==> src/rtl/conv_seq_ctrl_if.sv <==
// Signal bundle between conv_seq_ctrl and its host, BRAM0/BRAM1, kernel buffer and MAC.
// o_cycle_cnt is present only when CONV_SEQ_PERF_EN is defined.
interface conv_seq_ctrl_if #(
   parameter int KERNEL_SIZE       = 3,
   parameter int KERNEL_ADDR_WIDTH = 10,
   parameter int SRC_ADDR_WIDTH    = 12,
   parameter int WEIGHT_WIDTH      = 8
);
   localparam int KK     = KERNEL_SIZE * KERNEL_SIZE;
   localparam int KIDX_W = (KK > 1) ? $clog2(KK) : 1;

   logic                         i_start;
   logic [KERNEL_ADDR_WIDTH-1:0] i_start_addr;
   logic [SRC_ADDR_WIDTH-1:0]    i_src1_start_addr;
   logic                         o_k_ren;
   logic [KERNEL_ADDR_WIDTH-1:0] o_k_addr;
   logic [WEIGHT_WIDTH-1:0]      i_k_rdata;
   logic                         o_kb_we;
   logic [KIDX_W-1:0]            o_kb_idx;
   logic [WEIGHT_WIDTH-1:0]      o_kb_wdata;
   logic                         o_src_ren;
   logic [SRC_ADDR_WIDTH-1:0]    o_src_addr;
   logic                         o_mac_valid;
   logic [KIDX_W-1:0]            o_mac_kidx;
   logic                         o_mac_clr;
   logic                         o_mac_last;
   logic                         o_busy;
   logic                         o_done;
`ifdef CONV_SEQ_PERF_EN
   logic [31:0]                  o_cycle_cnt;
`endif

   // Sequencer side.
   modport master (
`ifdef CONV_SEQ_PERF_EN
      output o_cycle_cnt,
`endif
      input  i_start, i_start_addr, i_src1_start_addr, i_k_rdata,
      output o_k_ren, o_k_addr, o_kb_we, o_kb_idx, o_kb_wdata,
      output o_src_ren, o_src_addr, o_mac_valid, o_mac_kidx, o_mac_clr, o_mac_last,
      output o_busy, o_done
   );

   // Host / memory / MAC side.
   modport slave (
`ifdef CONV_SEQ_PERF_EN
      input  o_cycle_cnt,
`endif
      output i_start, i_start_addr, i_src1_start_addr, i_k_rdata,
      input  o_k_ren, o_k_addr, o_kb_we, o_kb_idx, o_kb_wdata,
      input  o_src_ren, o_src_addr, o_mac_valid, o_mac_kidx, o_mac_clr, o_mac_last,
      input  o_busy, o_done
   );
endinterface

==> src/rtl/conv_seq_ctrl.sv <==
// Convolution sequencer: loads a KxK kernel from BRAM0, then sweeps every valid window of BRAM1.
// Optional macro CONV_SEQ_PERF_EN adds a 32-bit busy-cycle counter (o_cycle_cnt).
module conv_seq_ctrl #(
   parameter int KERNEL_SIZE       = 3,
   parameter int KERNEL_ADDR_WIDTH = 10,
   parameter int SRC_ADDR_WIDTH    = 12,
   parameter int WEIGHT_WIDTH      = 8,
   parameter int IMG_W             = 5,
   parameter int IMG_H             = 5
) (
   input  logic            i_clk,
   input  logic            i_rst,
   conv_seq_ctrl_if.master bus
);
   localparam int KK     = KERNEL_SIZE * KERNEL_SIZE;
   localparam int KIDX_W = (KK > 1) ? $clog2(KK) : 1;
   localparam int KC_W   = (KERNEL_SIZE > 1) ? $clog2(KERNEL_SIZE) : 1;
   localparam int ROW_W  = (IMG_H > 1) ? $clog2(IMG_H) : 1;
   localparam int COL_W  = (IMG_W > 1) ? $clog2(IMG_W) : 1;

   localparam logic [KIDX_W-1:0] TAP_LAST = KIDX_W'(KK - 1);
   localparam logic [KC_W-1:0]   K_LAST   = KC_W'(KERNEL_SIZE - 1);
   localparam logic [ROW_W-1:0]  ROW_LAST = ROW_W'(IMG_H - KERNEL_SIZE);
   localparam logic [COL_W-1:0]  COL_LAST = COL_W'(IMG_W - KERNEL_SIZE);

   if (IMG_W < KERNEL_SIZE || IMG_H < KERNEL_SIZE) begin : g_size_err
      $error("conv_seq_ctrl: image must be at least KERNEL_SIZE in each dimension");
   end

   typedef enum logic [2:0] {
      S_IDLE,
      S_LOAD,
      S_RUN,
      S_DRAIN,
      S_DONE
   } state_t;

   state_t state, state_nxt;

   logic [KERNEL_ADDR_WIDTH-1:0] k_base;
   logic [SRC_ADDR_WIDTH-1:0]    src_base;
   logic [KIDX_W-1:0]            load_n;
   logic [KC_W-1:0]              kr, kc;
   logic [ROW_W-1:0]             out_row;
   logic [COL_W-1:0]             out_col;

   logic                         k_ren, src_ren, start_acc;
   logic                         load_last, kc_wrap, kr_wrap, col_wrap, row_wrap, run_last;
   logic [KIDX_W-1:0]            tap_idx;
   logic [SRC_ADDR_WIDTH-1:0]    src_addr;

   logic                         kb_vld_p1;
   logic [KIDX_W-1:0]            kb_idx_p1;
   logic                         mac_vld_p1;
   logic [KIDX_W-1:0]            mac_kidx_p1;
   logic                         mac_clr_p1;
   logic                         mac_last_p1;

   // Window-relative source address; the sum wraps modulo 2^SRC_ADDR_WIDTH.
   function automatic logic [SRC_ADDR_WIDTH-1:0] tap_addr(
      input logic [SRC_ADDR_WIDTH-1:0] base,
      input logic [ROW_W-1:0]          row,
      input logic [KC_W-1:0]           r,
      input logic [COL_W-1:0]          col,
      input logic [KC_W-1:0]           c
   );
      return base + SRC_ADDR_WIDTH'((32'(row) + 32'(r)) * 32'(IMG_W) + 32'(col) + 32'(c));
   endfunction

   function automatic logic [KIDX_W-1:0] tap_index(
      input logic [KC_W-1:0] r,
      input logic [KC_W-1:0] c
   );
      return KIDX_W'(32'(r) * 32'(KERNEL_SIZE) + 32'(c));
   endfunction

   assign start_acc = (state == S_IDLE) && bus.i_start;
   assign load_last = (load_n == TAP_LAST);
   assign kc_wrap   = (kc == K_LAST);
   assign kr_wrap   = (kr == K_LAST);
   assign col_wrap  = (out_col == COL_LAST);
   assign row_wrap  = (out_row == ROW_LAST);
   assign run_last  = kc_wrap && kr_wrap && col_wrap && row_wrap;
   assign tap_idx   = tap_index(kr, kc);
   assign src_addr  = tap_addr(src_base, out_row, kr, out_col, kc);

   always_ff @(posedge i_clk) begin
      if (i_rst) begin
         state <= S_IDLE;
      end else begin
         state <= state_nxt;
      end
   end

   always_comb begin
      state_nxt   = state;
      k_ren       = 1'b0;
      src_ren     = 1'b0;
      bus.o_busy  = (state != S_IDLE);
      bus.o_done  = 1'b0;
      case (state)
         S_IDLE: begin
            if (bus.i_start) state_nxt = S_LOAD;
         end
         S_LOAD: begin
            k_ren = 1'b1;
            // Last kernel write lands in the first RUN cycle; no gap cycle.
            if (load_last) state_nxt = S_RUN;
         end
         S_RUN: begin
            src_ren = 1'b1;
            if (run_last) state_nxt = S_DRAIN;
         end
         S_DRAIN: begin
            state_nxt = S_DONE;
         end
         S_DONE: begin
            bus.o_done = 1'b1;
            state_nxt  = S_IDLE;
         end
         default: begin
            state_nxt = S_IDLE;
         end
      endcase
   end

   // Base latches and sweep counters; kc innermost, then kr, out_col, out_row.
   always_ff @(posedge i_clk) begin
      if (i_rst) begin
         k_base   <= '0;
         src_base <= '0;
         load_n   <= '0;
         kr       <= '0;
         kc       <= '0;
         out_row  <= '0;
         out_col  <= '0;
      end else begin
         if (start_acc) begin
            k_base   <= bus.i_start_addr;
            src_base <= bus.i_src1_start_addr;
            load_n   <= '0;
            kr       <= '0;
            kc       <= '0;
            out_row  <= '0;
            out_col  <= '0;
         end
         if (state == S_LOAD) begin
            load_n <= load_last ? '0 : load_n + 1'b1;
         end
         if (state == S_RUN) begin
            if (!kc_wrap) begin
               kc <= kc + 1'b1;
            end else begin
               kc <= '0;
               if (!kr_wrap) begin
                  kr <= kr + 1'b1;
               end else begin
                  kr <= '0;
                  if (!col_wrap) begin
                     out_col <= out_col + 1'b1;
                  end else begin
                     out_col <= '0;
                     out_row <= row_wrap ? '0 : out_row + 1'b1;
                  end
               end
            end
         end
      end
   end

   // ---- stage p0 -> p1: BRAM read issue to returning data ----
   always_ff @(posedge i_clk) begin
      if (i_rst) begin
         kb_vld_p1   <= 1'b0;
         kb_idx_p1   <= '0;
         mac_vld_p1  <= 1'b0;
         mac_kidx_p1 <= '0;
         mac_clr_p1  <= 1'b0;
         mac_last_p1 <= 1'b0;
      end else begin
         kb_vld_p1   <= k_ren;
         kb_idx_p1   <= k_ren ? load_n : '0;
         mac_vld_p1  <= src_ren;
         mac_kidx_p1 <= src_ren ? tap_idx : '0;
         mac_clr_p1  <= src_ren && (kr == '0) && (kc == '0);
         mac_last_p1 <= src_ren && kr_wrap && kc_wrap;
      end
   end

   // Addresses are zeroed when not reading so idle/reset outputs are all-zero.
   assign bus.o_k_ren     = k_ren;
   assign bus.o_k_addr    = k_ren ? k_base + KERNEL_ADDR_WIDTH'(load_n) : '0;
   assign bus.o_src_ren   = src_ren;
   assign bus.o_src_addr  = src_ren ? src_addr : '0;
   assign bus.o_kb_we     = kb_vld_p1;
   assign bus.o_kb_idx    = kb_idx_p1;
   assign bus.o_kb_wdata  = kb_vld_p1 ? bus.i_k_rdata : '0;
   assign bus.o_mac_valid = mac_vld_p1;
   assign bus.o_mac_kidx  = mac_kidx_p1;
   assign bus.o_mac_clr   = mac_clr_p1;
   assign bus.o_mac_last  = mac_last_p1;

`ifdef CONV_SEQ_PERF_EN
   logic [31:0] cycle_cnt;

   always_ff @(posedge i_clk) begin
      if (i_rst) begin
         cycle_cnt <= '0;
      end else if (start_acc) begin
         cycle_cnt <= '0;
      end else if (state != S_IDLE) begin
         cycle_cnt <= cycle_cnt + 32'd1;
      end
   end

   assign bus.o_cycle_cnt = cycle_cnt;
`endif

endmodule

==> src/flat_wrapper.sv <==
// flat-port wrapper written by rule: the top's interface ports become plain ports
module conv_seq_ctrl_flat 
#(
   parameter int KERNEL_SIZE       = 3,
   parameter int KERNEL_ADDR_WIDTH = 10,
   parameter int SRC_ADDR_WIDTH    = 12,
   parameter int WEIGHT_WIDTH      = 8,
   parameter int IMG_W             = 5,
   parameter int IMG_H             = 5
)
  (i_clk, i_rst, bus_i_start, bus_i_start_addr, bus_i_src1_start_addr, bus_i_k_rdata, bus_o_k_ren, bus_o_k_addr, bus_o_kb_we, bus_o_kb_idx, bus_o_kb_wdata, bus_o_src_ren, bus_o_src_addr, bus_o_mac_valid, bus_o_mac_kidx, bus_o_mac_clr, bus_o_mac_last, bus_o_busy, bus_o_done);
  conv_seq_ctrl_if #(.KERNEL_SIZE(KERNEL_SIZE), .KERNEL_ADDR_WIDTH(KERNEL_ADDR_WIDTH), .SRC_ADDR_WIDTH(SRC_ADDR_WIDTH), .WEIGHT_WIDTH(WEIGHT_WIDTH)) bus_i ();
  input  logic i_clk;
  input  logic i_rst;
  input wire logic [$bits(bus_i.i_start)-1:0] bus_i_start;
  input wire logic [$bits(bus_i.i_start_addr)-1:0] bus_i_start_addr;
  input wire logic [$bits(bus_i.i_src1_start_addr)-1:0] bus_i_src1_start_addr;
  input wire logic [$bits(bus_i.i_k_rdata)-1:0] bus_i_k_rdata;
  output wire logic [$bits(bus_i.o_k_ren)-1:0] bus_o_k_ren;
  output wire logic [$bits(bus_i.o_k_addr)-1:0] bus_o_k_addr;
  output wire logic [$bits(bus_i.o_kb_we)-1:0] bus_o_kb_we;
  output wire logic [$bits(bus_i.o_kb_idx)-1:0] bus_o_kb_idx;
  output wire logic [$bits(bus_i.o_kb_wdata)-1:0] bus_o_kb_wdata;
  output wire logic [$bits(bus_i.o_src_ren)-1:0] bus_o_src_ren;
  output wire logic [$bits(bus_i.o_src_addr)-1:0] bus_o_src_addr;
  output wire logic [$bits(bus_i.o_mac_valid)-1:0] bus_o_mac_valid;
  output wire logic [$bits(bus_i.o_mac_kidx)-1:0] bus_o_mac_kidx;
  output wire logic [$bits(bus_i.o_mac_clr)-1:0] bus_o_mac_clr;
  output wire logic [$bits(bus_i.o_mac_last)-1:0] bus_o_mac_last;
  output wire logic [$bits(bus_i.o_busy)-1:0] bus_o_busy;
  output wire logic [$bits(bus_i.o_done)-1:0] bus_o_done;
  assign bus_i.i_start = bus_i_start;
  assign bus_i.i_start_addr = bus_i_start_addr;
  assign bus_i.i_src1_start_addr = bus_i_src1_start_addr;
  assign bus_i.i_k_rdata = bus_i_k_rdata;
  assign bus_o_k_ren = bus_i.o_k_ren;
  assign bus_o_k_addr = bus_i.o_k_addr;
  assign bus_o_kb_we = bus_i.o_kb_we;
  assign bus_o_kb_idx = bus_i.o_kb_idx;
  assign bus_o_kb_wdata = bus_i.o_kb_wdata;
  assign bus_o_src_ren = bus_i.o_src_ren;
  assign bus_o_src_addr = bus_i.o_src_addr;
  assign bus_o_mac_valid = bus_i.o_mac_valid;
  assign bus_o_mac_kidx = bus_i.o_mac_kidx;
  assign bus_o_mac_clr = bus_i.o_mac_clr;
  assign bus_o_mac_last = bus_i.o_mac_last;
  assign bus_o_busy = bus_i.o_busy;
  assign bus_o_done = bus_i.o_done;
  conv_seq_ctrl #(.KERNEL_SIZE(KERNEL_SIZE), .KERNEL_ADDR_WIDTH(KERNEL_ADDR_WIDTH), .SRC_ADDR_WIDTH(SRC_ADDR_WIDTH), .WEIGHT_WIDTH(WEIGHT_WIDTH), .IMG_W(IMG_W), .IMG_H(IMG_H)) u_core (.i_clk(i_clk), .i_rst(i_rst), .bus(bus_i));
endmodule
==> config.mk <==
export PLATFORM = sky130hd
export DESIGN_NAME = conv_seq_ctrl_flat
export DESIGN_NICKNAME = d
export VERILOG_FILES = /design/src/rtl/conv_seq_ctrl_if.sv /design/src/rtl/conv_seq_ctrl.sv /design/src/flat_wrapper.sv
export SDC_FILE = /design/constraint.sdc
export NUM_CORES = 1
export LEC_CHECK = 0
export CELL_PAD_IN_SITES_DETAIL_PLACEMENT = 1
export CELL_PAD_IN_SITES_GLOBAL_PLACEMENT = 1
export CORE_MARGIN = 3
export CORE_UTILIZATION = 35
export CTS_CLUSTER_SIZE = 28
export DETAILED_ROUTE_END_ITERATION = 10
export PLACE_DENSITY_LB_ADDON = 0.1
export SYNTH_ARGS = -nofsm -noshare
export SYNTH_HDL_FRONTEND = slang
export SYNTH_SLANG_ARGS = --single-unit
==> constraint.sdc <==
create_clock -name i_clk -period 5.4 [get_ports i_clk]
set_input_delay 1.08 -clock i_clk [delete_from_list [all_inputs] [get_ports i_clk]]
set_output_delay 1.08 -clock i_clk [all_outputs]
set_load 0.01 [all_outputs]
**Word-level counts from Yosys, hierarchy flattened**

Cells that the tools add are included.

- Flip-flop bits (word level): 51
- Latch bits: 0
- Memory bits (writable): 0
- Memory bits (read-only): 0
- Input bits: 33
- Output and inout port bits: 46
- Memories: 0

- Add/sub/neg operators: 11
- Multipliers: 2
- Div/mod/pow operators: 0
- $lt $le $gt $ge: 0
- Equal/unequal tests: 12
- Shift-type cells: 0
- Multiplexer cells: 31
- Bitwise logic cells: 2
- Reductions and logical operators: 17

Operators with widths:

| cell | count |
|---|---|
| 2-to-1 mux 3 bit | 14 |
| multiplier 32 x 3 -> 12 bit (second input constant) | 1 |
| 2-to-1 mux 2 bit | 7 |
| adder 12 bit | 1 |
| adder 12 x 2 -> 12 bit | 1 |
| adder 12 x 3 -> 12 bit | 1 |
| equality test 3 x 2 -> 1 bit (second input constant) | 4 |
| 2-to-1 mux 12 bit | 1 |
| 2-to-1 mux 4 bit | 3 |
| case mux 3 bit (4 select lines) | 1 |
| adder 10 x 4 -> 10 bit | 1 |
| 2-to-1 mux 10 bit | 1 |
| logical AND 1 bit | 8 |
| 2-to-1 mux 8 bit | 1 |
| adder 3 x 1 -> 3 bit (second input constant) | 2 |
| adder 2 x 1 -> 2 bit (second input constant) | 2 |
| adder 3 x 2 -> 4 bit | 1 |
| adder 4 x 1 -> 4 bit (second input constant) | 1 |
| adder 4 x 2 -> 4 bit | 1 |
| equality test 2 bit (second input constant) | 2 |
| equality test 4 bit (second input constant) | 1 |
| logical NOT 2 bit | 2 |
| multiplier 2 x 2 -> 4 bit (second input constant) | 1 |
| inequality test 2 x 1 -> 1 bit (second input constant) | 2 |
| other kinds (10) | 15 |

**Longest topological paths before layout**

Gate-level depths: netlist of run 1.

- Depth after elaboration: 7
- Depth in mapped cells: 14
- Depth with buffers taken out: 14

**Worst setup path before layout of run 1**

No wires, ideal clock.

- Path type: register -> output
- From: reg u_core.out_row[0]
- To: out bus_o_src_addr[8]
- Arrival: 3.665 ns
- Data required time: 4.320 ns
- Setup slack: 0.655 ns
- Stages on the path, launching flop included: 15
- Path buffers: 0
- Cell sequence: dfxtp_1 -> ha_1 -> fa_1 -> xnor2_1 -> inv_1 -> ha_1 -> ha_1 -> inv_1 -> fa_1 -> inv_1 -> ha_1 -> a211oi_1 -> o21ai_0 -> a21oi_1 -> mux2i_1

- Cells in the longest elaborated chain, start to end: 6

RTL lines:

| what | line | RTL |
|---|---|---|
| start, declared | conv_seq_ctrl.sv:44 | `logic [ROW_W-1:0] out_row;` |
| start signal, assigned | conv_seq_ctrl.sv:163 | `out_row <= row_wrap ? '0 : out_row + 1'b1;` |
| adder 3 x 2 -> 4 bit | conv_seq_ctrl.sv:67 | `return base + SRC_ADDR_WIDTH'((32'(row) + 32'(r)) * 32'(IMG_W) + 32'(col) + 32'(c));` |
| multiplier 32 x 3 -> 12 bit | conv_seq_ctrl.sv:67 |  |
| adder 12 x 3 -> 12 bit | conv_seq_ctrl.sv:67 |  |
| adder 12 x 2 -> 12 bit | conv_seq_ctrl.sv:67 |  |
| adder 12 bit | conv_seq_ctrl.sv:67 |  |
| 2-to-1 mux 12 bit | conv_seq_ctrl.sv:194 | `assign bus.o_src_addr = src_ren ? src_addr : '0;` |
| end, declared | flat_wrapper.sv:25 | `output wire logic [$bits(bus_i.o_src_addr)-1:0] bus_o_src_addr;` |

No other way between the ends.

**Worst setup path after layout of run 1**

Same ends and word-level chain as after synthesis.

==> results of run 1 <==
-- power breakdown --
group	switching (W)	internal [W]	total, W
Combinational	0.000204	0.000157	0.000361
Clock	0.000134	0.000138	0.000272
Sequential	0.0000448	0.000413	0.000458
-- worst reg2reg max path, cell delays in order (launching register included) --
cell and delay [ps]:
dfxtp_1 320, buf_4 150, inv_1 100, ha_1 310, and4bb_2 340, nand2_1 90, or4b_1 510, a221oi_2 280
-- synthesized netlist by cell type, types with 4 or more instances --
cell      instances  area share [%]
nand2_1          61             6.8
dfxtp_1          51              30
a21oi_1          48             7.2
inv_1            37             4.1
ha_1             31              12
nor2_1           26             2.9
and2_1           15             2.8
nand3_1          12             1.8
o21ai_0          12             1.8
fa_1             11             6.6
nor3_1            7             1.0
xnor2_1           7             1.8
a211oi_1          6             1.3
a21o_1            6             1.3
clkbuf_1          6            0.67
mux2i_1           5             1.5
nand2b_1          5            0.93
and3_1            4            0.75
or3_1             4            0.75
-- sequential cells by signal (all words and copies together), names as in the netlist --
| name | cells |
|---|---|
| u_core.bus.o_kb_idx | 4 |
| u_core.kc | 2 |
| u_core.bus.o_mac_last | 1 |
| u_core.bus.o_kb_we | 1 |
| u_core.bus.o_mac_valid | 1 |
| u_core.load_n | 4 |
| u_core.bus.o_mac_clr | 1 |
| u_core.k_base | 10 |
| u_core.state | 3 |
| u_core.out_col | 3 |
| u_core.kr | 2 |
| u_core.bus.o_mac_kidx | 4 |
| u_core.src_base | 12 |
| u_core.out_row | 3 |
-- per-layer routing --
metal	part of all wire [%]	track usage (%)	up-vias	wire, um
li1	-	-	1559	-
met1	50	24.1	1490	4520
met2	46	28.2	47	4140
met3	3.7	3.29	5	333
met4	0.63	2.56	0	57
met5	0	0	-	0
-- cell type report --
class / count / area (um^2)
well taps: 129 / 161
clock inverters: 3 / 43.8
fillers: 1118 / 4830
multi-input cells: 304 / 2150
flip-flops and latches: 51 / 1020
repair buffers: 89 / 865
inverters: 38 / 148
clock buffers: 5 / 68.8
-- per-stage QoR --
step / total power, W / std cells / TNS, ps / utilization, % / area [um^2]
2_1_floorplan: 0.000687 / 408 / 0 / - / 3360
3_3_place_gp: 0.000828 / 611 / 0 / 46.5 / 4310
3_5_place_dp: 0.000834 / 611 / 0 / 46.5 / 4310
4_1_cts: 0.00111 / 619 / 0 / 47.8 / 4440
5_1_grt: 0.00117 / 619 / -58.7 / 48.0 / 4460
6_report: 0.00109 / 619 / 0 / 48.0 / 4460
-- layout by cell type (no fill, tap or decap), drive strengths merged, types with 7 or more instances in the layout --
cell and instances:
clkdlybuf4s50 71, nand2 61, dfxtp 51, a21oi 48
inv 38, ha 31, nor2 26, and2 15
nand3 13, o21ai 12, buf 11, fa 11
nor3 8, xnor2 7, a211oi 7
-- logic make-up (layout without fill, tap and decap cells) --
logic type	after synthesis	count (layout)	synth area share [%]
compound gates	96	96	18.1
xor+xnor	7	7	1.83
fa+ha+maj	42	42	18.1
buf+inv	53	135	6.74
flops	51	51	30.4
mux	5	5	1.49
simple gates	154	154	23.3
-- worst max-delay path by stage --
stage | startpoint | endpoint | slack (ps) | cells past startpoint
final | u_core.out_row[0] | bus_o_src_addr[8] | 220 | 16
after global routing | u_core.out_row[0] | bus_o_src_addr[8] | -60 | 16
after CTS | u_core.out_row[0] | bus_o_src_addr[9] | 20 | 15
after detailed placement | u_core.out_row[0] | bus_o_src_addr[10] | 110 | 16
after global placement | u_core.out_row[0] | bus_o_src_addr[10] | 160 | 16
after floorplan | u_core.out_row[0] | bus_o_src_addr[8] | 660 | 14
-- timing repair --
action,in CTS,in global routing
buffers inserted,0,0
gates resized for setup,10,11
pin swaps,0,3
endpoints found under the setup margin,7,8
==> qor.txt, run 1 <==
CP bufs+invs -> 5
drt wl/cell -> 14.6 um
CTS tree -> done
die height -> 104 um
RSZ-0062 raised after global routing -> yes
Max clock buf depth -> 2
Worst Hold Path Cells -> 2
Synth Register Bits -> 51
Slew HR -> 27.2%
worst-case hold slack -> 462 ps
post-place setup slack -> 111 ps
Reg-to-Reg Start -> u_core.kr[0]
I/O pin total -> 79
Critical Path AT -> 4100 ps
via count -> 3,101
hold endpoint -> u_core.src_base[0]
Worst R2R End -> u_core.state[0]
CP endpoint kind -> output port
Mapped Avg Cell Area -> 8.23 um^2
CTS sink count -> 51
ANT nets after route -> 0
worst r2r path cells -> 7
Post-synth EDFFs -> 0
Setup Viol. Count Final -> 0
Fmax achieved -> 0.193 GHz
Critical Path Start Type -> flip-flop
largest net degree at the start of global routing -> 28
Rows -> 35
Layout area overhead -> 32.7%
Port Buffers -> 78
root buf cell -> clkbuf_8
Worst Hold Launch -> u_core.src_base[0]
fin nets -> 564
synth unique cells -> 52
gr usage total -> 17.2%
chip width -> 104 um
vias per cell -> 5.01
drt first pass iters -> 4
peak supply drop -> 0.000135 V
initial core utilization -> 36.2%
DPL Wire Length -> 7130 um
actual slew at the worst max-slew pin -> 1090 ps
first-pass GRT wire length -> 15,500 um
Synth Net Count -> 483
Clk pin slew, worst setup/hold paths -> 90 ps
Worst Hold Class -> reg2reg
H-tree Lvls -> 2
yosys warns -> 0
crit path kind -> reg2out
CP cell instances -> ha_1 -> fa_2 -> xnor2_2 -> inv_1 -> ha_1 -> ha_1 -> inv_1 -> fa_1 -> inv_1 -> ha_1 -> a211oi_2 -> buf_4 -> o21ai_0 -> a21oi_1 -> mux2i_1 -> clkdlybuf4s15_1
Seq/Total Area, Yosys -> 30.4%
ant diodes -> 0
Fin. Hold Viols -> 0
critical path's most frequent cell -> ha_1
CP max-delay cell -> fa_1
Syn Std Cell Area -> 3360 um^2
initial antenna violation count -> 0
CP required -> 4320 ps
core footprint -> 9280 um^2
status -> finished clean
ratio of cells with drive above 1 in the final layout -> 7.76%
Final min period -> 5180 ps
Post-route DRC -> 0
Cells after Synth -> 408
CP top delay family -> adder cells
Synth Flop Type -> dfxtp_1
crit-path max FO -> 4
CTS Buf Count -> 5
Tcrit/Tclk final -> 96.0%
max-cap viol count -> 0
Worst Skew -> 4.96 ps
Clock Latency Late Sink -> 300 ps
Placer Congestion -> 0.805
vias in the first global route -> 3,137
Die Area -> 10,800 um^2
internal reg-to-reg setup slack -> 3210 ps
Slew Limit Fails -> 0
pwr dens -> 245 nW/um^2
Post-synth ARST share -> 0%
worst setup margin -> 218 ps
drt total wl -> 9060 um
Pleak -> 1.87 nW
gr ovfl total -> 0
hold_buf cts -> 0
CP peak stage delay -> 500 ps
DR iter-0 viols -> 107
No activity file was read; power rests on OpenSTA's default activity.
==> run 2, diff against run 1 <==
--- a/config.mk
+++ b/config.mk
@@ -5,6 +5,7 @@
 export SDC_FILE = /design/constraint.sdc
 export NUM_CORES = 1
 export LEC_CHECK = 0
+export CAP_MARGIN = 0
 export CELL_PAD_IN_SITES_DETAIL_PLACEMENT = 1
 export CELL_PAD_IN_SITES_GLOBAL_PLACEMENT = 1
 export CORE_MARGIN = 3
==> results of run 2 <==
Same layout as run 1: the final DEF is identical, and so are final timing and power.
==> RTL change 1: new RTL, config.mk and constraints of run 1 <==
The 5 states of `state_t` get a one-hot encoding in 5 bits.
--- a/src/rtl/conv_seq_ctrl.sv
+++ b/src/rtl/conv_seq_ctrl.sv
@@ -29,8 +29,8 @@
 
-   typedef enum logic [2:0] {
-      S_IDLE,
-      S_LOAD,
-      S_RUN,
-      S_DRAIN,
-      S_DONE
+   typedef enum logic [4:0] {
+      S_IDLE  = 5'b00001,
+      S_LOAD  = 5'b00010,
+      S_RUN   = 5'b00100,
+      S_DRAIN = 5'b01000,
+      S_DONE  = 5'b10000
    } state_t;
Check against the original RTL: no difference found for any inputs over 10 cycles, from zero or initial values and one cycle with i_rst high; not proved beyond that.
==> RTL change 1 against run 1 <==
- sequential share of layout area increased by 0.73 points
- sequential cell count increased by 2
- non-clock buffer count increased by 1
- cell count increased by 1.8%
- core utilization increased by 0.18 points
- area after synthesis increased by 1.2%
- critical path depth unchanged
- synthesized cell count increased by 3.2%
- die area increased by 1.1%
- cell area increased by 0.84%
- first-iteration DRC count increased by 0.93%
- setup slack got worse by 0.043 ns
- routed wire length increased by 1.6%
- largest cell class unchanged
Power is not compared: it rests on default switching activity, and its combinational part moved more than twofold at a synthesized area within 25%.
==> RTL change 1: results (changes against run 1) <==
htree depth=2 (unchanged); routed vias=3201 (was 3101); TritonCTS buffer count=5 (unchanged); initial antenna violation count=0 (unchanged); wire length per cell=14.6 um (about the same); initial DRC count=108 (was 107); Clock Path Buffers=2 (unchanged); clock skew=0.00633 ns (was 0.00496 ns); Top Registers=u_core.src_base (12), u_core.k_base (10), u_core.state (5) (was u_core.src_base (12), u_core.k_base (10)); CTS clk-pin slew, worst paths=0.10 ns; antenna diode count=0 (unchanged); Hold EP=u_core.src_base[2] (was u_core.src_base[0]); Post-DP HPWL=7020 um (was 7130 um); largest net degree at the start of global routing=24 (was 28); P_leak=1.93 nW; Synth area leaders=dfxtp_1 31%, ha_1 11%, a21oi_1 7.4% (was dfxtp_1 30%, ha_1 12%, a21oi_1 7.2%); gpl congestion=0.775 (was 0.805); Yosys cell types=50 (was 52); synth warn=0 (unchanged); DRT Pass-1 Iters=4 (unchanged); first-pass GRT wire length=15600 um (was 15500 um); max-slew violations=0 (unchanged); layout cell share with drive strength beyond 1=6.59% (was 7.76%); outcome=finished, final reports clean (unchanged); reg2reg start=u_core.state[2] (was u_core.kr[0]); All-Layer GR Usage=17.1% (was 17.2%); IO Port Bufs=78 (unchanged); Hold WS=0.466 ns (was 0.462 ns); asr flop ratio synth=0% (unchanged); number of global-route vias before repair=3336 (was 3137); syn nets=496 (was 483); main flop type after synthesis=dfxtp_1 (unchanged); Setup Slack @ Placement=-0.0114 ns (was 0.111 ns); R2R depth=5 (was 7); Fillers=1146 (was 1118); Worst path slowest cell=fa_1 (unchanged); worst skew pair latency=0.31 ns; critical-path maximum fanout=4 (unchanged); WP data arrival=4.14 ns (was 4.10 ns); R2R Path End=u_core.out_col[1] (was u_core.state[0]); r2r setup slk=3.20 ns (was 3.21 ns); hold path start=u_core.src_base[2] (was u_core.src_base[0]); worst min path class=reg2reg (unchanged); Hold Path Cell Cnt=2 (unchanged); Crit path max-delay family=adder cells (unchanged); Commonest cells post-synth=66 x nand2_1, 53 x dfxtp_1, 50 x a21oi_1, 33 x inv_1, 31 x ha_1 (was 61 x nand2_1, 51 x dfxtp_1, 48 x a21oi_1, 37 x inv_1, 31 x ha_1); Root Buffer=clkbuf_8 (unchanged); Sequential cell area=1060 um2 (was 1020 um2); Max IR drop VDD=0.000108 V; Max stage delay on crit path=0.50 ns (about the same); nets@finish=575 (was 564); slew margin rel.=34.9% (was 27.2%); sequential share of the synthesized area=31.2% (was 30.4%)
==> RTL change 1: cell types whose count changed in the layout (fill, tap and decap cells not counted), moves of 4 or more <==
cell and change:
nand3_1 +12, nor2_1 -9, nand2_1 +5, inv_1 -4
and2_1 -4, nand4_1 +4, and3_1 +10, nor2b_1 +6
==> RTL change 1: report_power, final <==
part	total (mW)	leakage [nW]	switching, mW	internal, mW
Sequential	0.419	0.431	0.0143	0.405
Clock	0.280	0.0554	0.141	0.140
Combinational	0.120	1.44	0.0644	0.0554
==> RTL change 1: layer usage <==
metal  global-route usage [%]  up-vias  wire, um
met5                        0        -         0
met4                     3.99        0        59
met3                     3.04        4       361
met2                     30.7       67      4430
met1                     21.1     1527      4350
li1                         -     1603         -
==> RTL change 1: worst max-delay path by stage <==
stage	from	depth (start not counted)	to	slack [ns]
6_report	u_core.out_row[0]	16	bus_o_src_addr[8]	0.18
5_1_grt	u_core.out_row[0]	16	bus_o_src_addr[8]	0.001
4_1_cts	u_core.out_row[0]	15	bus_o_src_addr[9]	0.03
3_5_place_dp	u_core.out_row[0]	16	bus_o_src_addr[8]	-0.01
3_3_place_gp	u_core.out_row[0]	16	bus_o_src_addr[8]	0.06
2_1_floorplan	u_core.kr[0]	14	bus_o_src_addr[8]	0.51
==> RTL change 1: logic make-up (layout without fill, tap and decap cells) <==
kind of cell	Yosys count	in the layout	share of synthesized area (%)
AOI/OAI and AO/OA	85	85	15.1
xor gates and xnor gates	10	10	2.58
adders and majority gates	42	42	17.9
buffers and inverters	52	132	6.15
DFF	53	53	31.2
muxes	4	4	1.22
and+or+nand+nor	175	175	25.9
==> RTL change 1: area by class of cell <==
class	count	share of cell area, %
repair buffers	90	19.4
clock inverters	2	0.863
well taps	129	3.59
multi-input cells	316	48.0
clock buffers	6	1.61
inverters	34	2.84
flip-flops and latches	53	23.6
==> RTL change 1: per-stage QoR <==
stage                     total power, mW  utilization (%)  TNS, ns  std cells  cell area, um2
final                               0.819             48.2        0        630            4500
after global routing                0.863             48.2        0        630            4500
after CTS                           0.831             48.0        0        630            4470
after detailed placement            0.549             46.6  -0.0114        622            4350
after global placement              0.547             46.6        0        622            4350
after floorplan                     0.495                -        0        421            3400
==> RTL change 1: repair_timing <==
action,4_1_cts,5_1_grt
resized for setup,8,5
endpoints found under the setup margin,7,6
setup buffers,0,0
==> RTL change 1: worst register-to-register path: stages, from the launching register on <==
cell and delay (ns):
dfxtp_1 0.40, nor4b_2 0.42, nand3b_1 0.57, buf_4 0.44, mux2i_1 0.17, a211oi_1 0.08
==> RTL change 2: new RTL, settings of run 1 <==
Made on the original files. `WEIGHT_WIDTH` is set to 8 in 3 places; all go to 7.
--- a/src/rtl/conv_seq_ctrl_if.sv
+++ b/src/rtl/conv_seq_ctrl_if.sv
@@ -6,3 +6,3 @@
    parameter int SRC_ADDR_WIDTH    = 12,
-   parameter int WEIGHT_WIDTH      = 8
+   parameter int WEIGHT_WIDTH      = 7
 );
--- a/src/rtl/conv_seq_ctrl.sv
+++ b/src/rtl/conv_seq_ctrl.sv
@@ -6,3 +6,3 @@
    parameter int SRC_ADDR_WIDTH    = 12,
-   parameter int WEIGHT_WIDTH      = 8,
+   parameter int WEIGHT_WIDTH      = 7,
    parameter int IMG_W             = 5,
--- a/src/flat_wrapper.sv
+++ b/src/flat_wrapper.sv
@@ -6,3 +6,3 @@
    parameter int SRC_ADDR_WIDTH    = 12,
-   parameter int WEIGHT_WIDTH      = 8,
+   parameter int WEIGHT_WIDTH      = 7,
    parameter int IMG_W             = 5,
Interface: changed (resized bus_i_k_rdata and bus_o_kb_wdata); port bits go from 79 to 77. No check against the original RTL was run, so the function may have changed too.
==> RTL change 2 against run 1 <==
- area after synthesis shrank 0.48%
- setup slack lost 0.091 ns
- critical endpoint is now bus_o_src_addr[10]
- cell area shrank 1.5%
- non-clock buffer count shrank 4
- synthesized cell count grew 0.74%
- largest cell class unchanged
- critical path depth shrank 1
- sequential cell count is the same
- routed wire length shrank 0.13%
Power is not compared: it rests on default switching activity, and its combinational part moved more than twofold at a synthesized area within 25%.
==> RTL change 2: results (changes against run 1) <==
initial DRC count=85 (was 107); met3 usage=3.55% (was 3.29%); syn nets=485 (was 483); Commonest cells post-synth=59 x nand2_1, 51 x dfxtp_1, 48 x a21oi_1, 36 x inv_1, 31 x ha_1 (was 61 x nand2_1, 51 x dfxtp_1, 48 x a21oi_1, 37 x inv_1, 31 x ha_1); met1 Use GR=21.4% (was 24.1%); slew margin rel.=25.5% (was 27.2%); routing usage on met2=30.0% (was 28.2%); IO Port Bufs=76 (was 78); DP Area=4240 um2 (was 4310 um2); Non-Filler Instances=614 (was 619); critical path endpoint=bus_o_src_addr[10] (was bus_o_src_addr[8]); critical-path maximum fanout=3 (was 4); share of the synthesized area in the top cell type=30.6% (was 30.4%); Worst path slowest cell=clkdlybuf4s50_1 (was fa_1); outcome=finished, final reports clean (unchanged); routed vias=3119 (was 3101); Yosys cell types=53 (was 52); routed wl met2=4470 um (was 4140 um); first-pass GRT wire length=15600 um (was 15500 um); final wirelength=9040 um (was 9060 um); Setup Slack @ Placement=-0.0399 ns (was 0.111 ns); r2r setup slk=3.15 ns (was 3.21 ns); Synth area leaders=dfxtp_1 31%, ha_1 12%, a21oi_1 7.2% (was dfxtp_1 30%, ha_1 12%, a21oi_1 7.2%); clock skew=0.0118 ns (was 0.00496 ns); R2R depth=4 (was 7); number of global-route vias before repair=3245 (was 3137); synthesized area per cell=8.13 um2 (was 8.23 um2); All-Layer GR Usage=17.0% (was 17.2%); nets@finish=559 (was 564); WL met3=380 um (was 333 um); WP data arrival=4.19 ns (was 4.10 ns); Max stage delay on crit path=0.53 ns (was 0.50 ns)
==> RTL change 2: report_power, final <==
part,internal (mW),switching [mW]
logic,0.0557,0.0580
registers,0.389,0.0128
clock network,0.136,0.128
==> RTL change 2: cell type report <==
| type | count | area [um2] | area share, % |
|---|---|---|---|
| clock buffer | 6 | 72.6 | 1.65 |
| multi-input combinational | 305 | 2150 | 48.9 |
| clock inverter | 1 | 30.0 | 0.684 |
| tap | 129 | 161 | 3.68 |
| inverter | 37 | 139 | 3.16 |
| timing repair buffer | 85 | 821 | 18.7 |
| sequential | 51 | 1020 | 23.2 |
==> RTL change 2: logic make-up after synthesis <==
group | synth area share (%)
AO/OA/AOI/OAI | 16.9
adder cells (fa/ha/maj) | 18.2
multiplexers | 1.50
XOR/XNOR | 1.57
buffers and inverters | 6.93
AND/OR/NAND/NOR | 24.4
flip-flops | 30.6
==> RTL change 2: what timing repair did <==
action	CTS	global route
endpoints found under the setup margin	9	8
resized for setup	11	7
pin swaps	5	1
buffers inserted	1	0
